## config.mk

```make
export PLATFORM = sky130hd
export DESIGN_NAME = apb_slave_regs
export DESIGN_NICKNAME = d
export VERILOG_FILES = /design/src/rtl/apb_pkg.sv /design/src/rtl/apb_slave_regfile.sv /design/src/rtl/apb_slave_regs.sv
export SDC_FILE = /design/constraint.sdc
export NUM_CORES = 1
export LEC_CHECK = 0
export BUFFER_PORTS_ARGS = -buffer_cell sky130_fd_sc_hd__buf_2
export CORE_MARGIN = 8
export CORE_UTILIZATION = 60
export DETAILED_ROUTE_END_ITERATION = 10
export PLACE_DENSITY = 0.78
export SETUP_SLACK_MARGIN = 0.5
export SLEW_MARGIN = 10
export SYNTH_ARGS = -nofsm -noshare
export SYNTH_HDL_FRONTEND = slang
export SYNTH_SLANG_ARGS = --single-unit
```

## constraint.sdc

```tcl
create_clock -name PCLK -period 4.5 [get_ports PCLK]
set_input_delay 0.225 -clock PCLK [delete_from_list [all_inputs] [get_ports PCLK]]
set_output_delay 0.225 -clock PCLK [all_outputs]
set_load 0.005 [all_outputs]
```

## src/rtl/apb_pkg.sv

```systemverilog
// rtl/apb_pkg.sv - shared types and constants for the APB register slave
//
// Purpose: state encoding for the transfer FSM, the default contents of the
// read-only ID register, and the constants that split a byte address into
// alignment bits and a word index. Imported by apb_slave_regs and
// apb_slave_regfile.
// Ports: none (package).
package apb_pkg;

  typedef enum logic [1:0] {
    IDLE = 2'd0,
    WAIT = 2'd1,
    RESP = 2'd2
  } apb_state_e;

  localparam logic [31:0] APB_DEFAULT_ID = 32'hA9B4_0001;

  // Byte address layout: [1:0] must be zero, [7:2] select the 32-bit word.
  localparam int         APB_IDX_LSB  = 2;
  localparam int         APB_IDX_MSB  = 7;
  localparam int         APB_IDX_W    = APB_IDX_MSB - APB_IDX_LSB + 1;
  localparam logic [1:0] APB_ALIGN_OK = 2'b00;

endpackage

```

## src/rtl/apb_slave_regfile.sv

```systemverilog
// rtl/apb_slave_regfile.sv - byte-strobed register array with read mux
//
// Purpose: holds registers 1..NUM_REGS-1 (byte-lane writable) and returns the
// constant ID_VALUE for register 0. Reads of an index with no register
// return 0. All decode/error qualification happens in the parent.
// Ports:
//   PCLK, PRESETn   clock, asynchronous active-low reset (clears registers)
//   wr_en           commit a write this cycle
//   wr_idx/wr_data/wr_strb  word index, data and byte-lane enables
//   rd_idx          word index for the combinational read mux
//   rd_data         selected register contents
module apb_slave_regfile
  import apb_pkg::*;
#(
  parameter int          NUM_REGS = 16,
  parameter logic [31:0] ID_VALUE = APB_DEFAULT_ID
) (
  input  logic                 PCLK,
  input  logic                 PRESETn,
  input  logic                 wr_en,
  input  logic [APB_IDX_W-1:0] wr_idx,
  input  logic [31:0]          wr_data,
  input  logic [3:0]           wr_strb,
  input  logic [APB_IDX_W-1:0] rd_idx,
  output logic [31:0]          rd_data
);

  // Register 0 is a constant, so storage starts at index 1.
  logic [31:0] regs [1:NUM_REGS-1];

  always_ff @(posedge PCLK or negedge PRESETn) begin
    if (!PRESETn) begin
      for (int i = 1; i < NUM_REGS; i++) begin
        regs[i] <= '0;
      end
    end else if (wr_en) begin
      for (int i = 1; i < NUM_REGS; i++) begin
        if (wr_idx == APB_IDX_W'(i)) begin
          for (int b = 0; b < 4; b++) begin
            if (wr_strb[b]) begin
              regs[i][8*b +: 8] <= wr_data[8*b +: 8];
            end
          end
        end
      end
    end
  end

  always_comb begin
    rd_data = '0;
    if (rd_idx == '0) begin
      rd_data = ID_VALUE;
    end
    for (int i = 1; i < NUM_REGS; i++) begin
      if (rd_idx == APB_IDX_W'(i)) begin
        rd_data = regs[i];
      end
    end
  end

endmodule

```

## src/rtl/apb_slave_regs.sv

```systemverilog
// rtl/apb_slave_regs.sv - APB slave with NUM_REGS 32-bit registers and wait states
//
// Purpose: APB transfer FSM (IDLE/WAIT/RESP), address decode and error
// detection in front of apb_slave_regfile. Request fields are captured on the
// setup edge; later changes during the access phase are ignored.
// Optional feature: define APB_SLAVE_PROT_CHECK_EN to reject unprivileged
// (PPROT[0]=0) writes to the upper half of the register space.
// Ports:
//   PCLK, PRESETn       clock, asynchronous active-low reset
//   PSEL, PENABLE       APB select / access phase
//   PWRITE, PADDR, PWDATA, PSTRB, PPROT  request fields
//   PRDATA, PREADY, PSLVERR             response (all 0 outside a completing cycle)
module apb_slave_regs
  import apb_pkg::*;
#(
  parameter int          NUM_REGS    = 16,
  parameter int          WAIT_CYCLES = 0,
  parameter logic [31:0] ID_VALUE    = APB_DEFAULT_ID
) (
  input  logic        PCLK,
  input  logic        PRESETn,
  input  logic        PSEL,
  input  logic        PENABLE,
  input  logic        PWRITE,
  input  logic [31:0] PADDR,
  input  logic [31:0] PWDATA,
  input  logic [3:0]  PSTRB,
  input  logic [2:0]  PPROT,
  output logic [31:0] PRDATA,
  output logic        PREADY,
  output logic        PSLVERR
);

  localparam logic [APB_IDX_W:0] REG_LIMIT = (APB_IDX_W+1)'(NUM_REGS);
  // Only meaningful when WAIT_CYCLES > 0; WAIT is unreachable otherwise.
  localparam logic [3:0]         WAIT_LAST = 4'(WAIT_CYCLES - 1);

  apb_state_e           state;
  logic [3:0]           wait_cnt;
  logic                 pwrite_q;
  logic [APB_IDX_W-1:0] idx_q;
  logic [31:0]          wdata_q;
  logic [3:0]           strb_q;
  logic                 err_q;

  logic                 setup;
  logic                 setup_err;
  logic [APB_IDX_W-1:0] setup_idx;
  logic [31:0]          rd_data;
  logic                 wr_en;
  logic                 unused_bits;

  assign setup     = PSEL && !PENABLE;
  assign setup_idx = PADDR[APB_IDX_MSB:APB_IDX_LSB];

  // Upper address bits take no part in decode.
  assign unused_bits = ^{PADDR[31:APB_IDX_MSB+1], PPROT};

  // Error is resolved from the live bus at the setup edge and held with the
  // captured request, so access-phase bus changes cannot affect it.
  always_comb begin
    setup_err = 1'b0;
    if (PADDR[APB_IDX_LSB-1:0] != APB_ALIGN_OK) begin
      setup_err = 1'b1;
    end
    if ({1'b0, setup_idx} >= REG_LIMIT) begin
      setup_err = 1'b1;
    end
    if (PWRITE && (setup_idx == '0)) begin
      setup_err = 1'b1;
    end
`ifdef APB_SLAVE_PROT_CHECK_EN
    if (PWRITE && !PPROT[0] && ({1'b0, setup_idx} >= (APB_IDX_W+1)'(NUM_REGS / 2))) begin
      setup_err = 1'b1;
    end
`endif
  end

  always_ff @(posedge PCLK or negedge PRESETn) begin
    if (!PRESETn) begin
      state    <= IDLE;
      wait_cnt <= '0;
      pwrite_q <= 1'b0;
      idx_q    <= '0;
      wdata_q  <= '0;
      strb_q   <= '0;
      err_q    <= 1'b0;
    end else begin
      case (state)
        IDLE: begin
          wait_cnt <= '0;
          if (setup) begin
            pwrite_q <= PWRITE;
            idx_q    <= setup_idx;
            wdata_q  <= PWDATA;
            strb_q   <= PSTRB;
            err_q    <= setup_err;
            state    <= (WAIT_CYCLES == 0) ? RESP : WAIT;
          end
        end
        WAIT: begin
          if (!PSEL) begin
            state    <= IDLE;
            wait_cnt <= '0;
          end else if (wait_cnt == WAIT_LAST) begin
            state <= RESP;
          end else begin
            wait_cnt <= wait_cnt + 4'd1;
          end
        end
        RESP: begin
          state    <= IDLE;
          wait_cnt <= '0;
        end
        default: begin
          state    <= IDLE;
          wait_cnt <= '0;
        end
      endcase
    end
  end

  // Response qualifies on live PSEL/PENABLE so a dropped select never completes.
  assign PREADY  = (state == RESP) && PSEL && PENABLE;
  assign PSLVERR = PREADY && err_q;
  assign wr_en   = PREADY && pwrite_q && !err_q;
  assign PRDATA  = (PREADY && !pwrite_q && !err_q) ? rd_data : 32'h0;

  apb_slave_regfile #(
    .NUM_REGS (NUM_REGS),
    .ID_VALUE (ID_VALUE)
  ) u_regfile (
    .PCLK    (PCLK),
    .PRESETn (PRESETn),
    .wr_en   (wr_en),
    .wr_idx  (idx_q),
    .wr_data (wdata_q),
    .wr_strb (strb_q),
    .rd_idx  (idx_q),
    .rd_data (rd_data)
  );

endmodule

```

==> flow_summary.yaml <==
die:
  dieWidth_um: 215
  die_area_um2: 46400
  core_um2: 39500
  pin_count: 110
  fp-row-count: 73
  start_util_pct: 60.5
  fp.dieH_um: 215
sta:
  clock_skew_ps: 9.29
  fin_crit_sh_pct: 86.1
  worst_pin_slew_ps: 1060
  finalWorstSetupSlack_ps: 625
  slew_headroom_pct: 28.8
  fin_crit_ps: 3870
  fmax_mhz: 258
  rsz0062_at_grt: "false"
  hold_slack_ps: 255
  hold_viol: 0
  finalSetupTns_ps: 0
  report.final.slew_viol_count: 0
  finalSetupViolCount: 0
finish:
  utilization_pct: 68.8
  nNetsFinal: 2074
  antenna_cells: 0
  layout.cells.non_filler: 2559
  layout-drive-gt1-share_pct: 40.8
  area_growth_pct: 13.7
  nFillCells: 2773
setup_path:
  cp_data_arrival_time_ps: 3650
  crit_type: "reg2out"
  cp-end-kind: "output port"
  critPathLaunchType: "flip-flop"
  crit_path_max_fanout: 25
  worstPathRequired_ps: 4280
cts:
  h-tree-depth: 2
  root_buffer: "clkbuf_16"
  cts_inserted_buffers: 53
  path_clk_slew_ps: 60
  cts.path.max_buffers: 3
  cts_sinks: 525
  clkLatencyLatePin_ps: 590
  cts_tree: "yes"
logic_synthesis:
  synth_top_area_cell: "dfrtp_1"
  synth-seq-area-share_pct: 55.0
  ys.warnings.count: 0
  synth_edf_count: 0
  syn_avg_cell_area_um2: 12.8
  netlist_top_cells_count: "dfrtp_1 (525), mux2_2 (525), a21oi_1 (98)"
  synth_nets: 1941
  async_reset_ff_share_pct: 100
  netlist_area_um2: 23900
  yosys-top-cells-area: "dfrtp_1 (55%), mux2_2 (25%), a22oi_1 (2.2%)"
  syn_inst: 1865
  synth.distinct_cells: 61
  ys_seq_elements: 525
  ys.flop_type: "dfrtp_1"
  yosysTopAreaCellShare_pct: 55.0
run:
  maxCapViolations: 0
placed_design:
  portBuffers: 82
  pre_cts_slack_ps: 1040
  gp_routability_congestion: 0.875
  detailed_place_hpwl_mm: 42.4
  dp_cells: 2410
global_routing:
  use_met1_pct: 38.9
  grtUsageMet3_pct: 5.65
  grt.busiest_layer: "met2"
  gr-total-overflow: 0
  grt_pass1_vias: 17651
  antenna_found_initial: 0
  grtUsageTotal_pct: 29.5
  grt_pass1_wl_mm: 106
  grt_max_degree: 120
  grt_use_met2_pct: 46.5
pwr:
  peakVddDrop_mv: 0.282
  leakage_nw: 12.8
  p_per_area_nw_per_um2: 376
route:
  vias: 17044
  drt_iter0_drc: 2015
  ant_nets: 0
  wire_per_inst_um: 26.9
  routed_wl_mm: 68.9
  via_per_inst: 6.66
  drc: 0
  firstDrtPassIters: 6
outcome:
  outcome: "complete, no violations"
min_path:
  hold_class: "in2reg"
==> metal layers <==
metal  vias up  share of wire [%]
met4         0                4.9
met1      8781                 40
li1       7132                  -
met5         -                  0
met3       238                8.7
met2       893                 47
==> worst max-delay path: stages, from the launching register on <==
cell and delay [ps]:
dfrtp_2 510, buf_4 320, or4bb_1 550, buf_4 320
nor2_1 280, buf_4 370, a211oi_1 80, nand3_1 110
o21ai_0 80, a21oi_1 240, buf_2 170
==> cell usage in the layout, fill, tap and decap left out, types with 5 or more instances in the layout <==
cell type	count
a211oi_1	20
a21oi_1	98
a221oi_1	27
a222oi_1	6
a22o_1	6
a22oi_1	70
and2_1	5
buf_12	6
buf_2	81
buf_4	67
clkbuf_1	21
clkbuf_16	53
clkbuf_8	9
clkinv_2	7
dfrtp_1	521
dlygate4sd3_1	46
inv_1	19
mux2_2	525
mux2i_1	28
nand2_1	70
nand2b_1	5
nand3_1	7
nand4_1	9
nor2_1	50
nor2_2	58
nor2b_1	9
nor3_1	8
o21ai_0	84
o221ai_1	10
o22ai_1	36
==> per-stage QoR <==
stage               power [W]  instance area [um^2]
global placement      0.00601                 24900
CTS                    0.0102                 27100
global route           0.0105                 27100
finish                 0.0102                 27100
floorplan             0.00558                 23900
detailed placement    0.00604                 24900
==> cell type report <==
type | instances | area (um^2) | area share [%]
Clock inverter | 8 | 65.1 | 0.240
Timing Repair Buffer | 201 | 1500 | 5.54
Sequential cell | 525 | 13100 | 48.5
Inverter | 20 | 78.8 | 0.291
Clock buffer | 83 | 1530 | 5.64
Multi-Input combinational cell | 1197 | 10100 | 37.4
Tap cell | 525 | 657 | 2.42
==> sequential cells by signal (all words and copies together) (netlist names) <==
name	count
idx_q	6
state	1
err_q	1
wdata_q	32
pwrite_q	1
u_regfile.regs	480
strb_q	4
==> cells by family (layout without fill, tap and decap cells) <==
group,after synthesis,count (layout),share of synthesized area (%)
multiplexers,557,557,26.3
flip-flops,525,525,55.0
AO/OA/AOI/OAI,391,391,10.6
AND/OR/NAND/NOR,249,249,5.48
buffers and inverters,143,312,2.54
==> final timing paths <==
check | from | end | slack [ps] | cells after the start
worst max-delay path | idx_q[2] | PRDATA[22] | 630 | 10
worst min-delay path | PENABLE | state[1] | 260 | 3
worst max register to register | idx_q[2] | u_regfile.regs[64] | 1060 | 6
worst min register to register | u_regfile.regs[474] | u_regfile.regs[474] | 500 | 1
max in group asynchronous | PRESETn | wdata_q[28] | 3020 | 3
min in group asynchronous | PRESETn | wdata_q[18] | 320 | 2
==> report_power, final <==
group          switching, W  internal [W]
registers          0.000307       0.00480
logic              0.000609      0.000326
clock network       0.00178       0.00237
==> what timing repair did <==
item                                    CTS  global route
hold buffers                             46             0
resized for setup                         2             3
hold endpoints to repair                154             0
buffers inserted                          9             3
pin swaps                                 1             0
endpoints found under the setup margin    7             5
No activity file was read; power rests on OpenSTA's default activity.
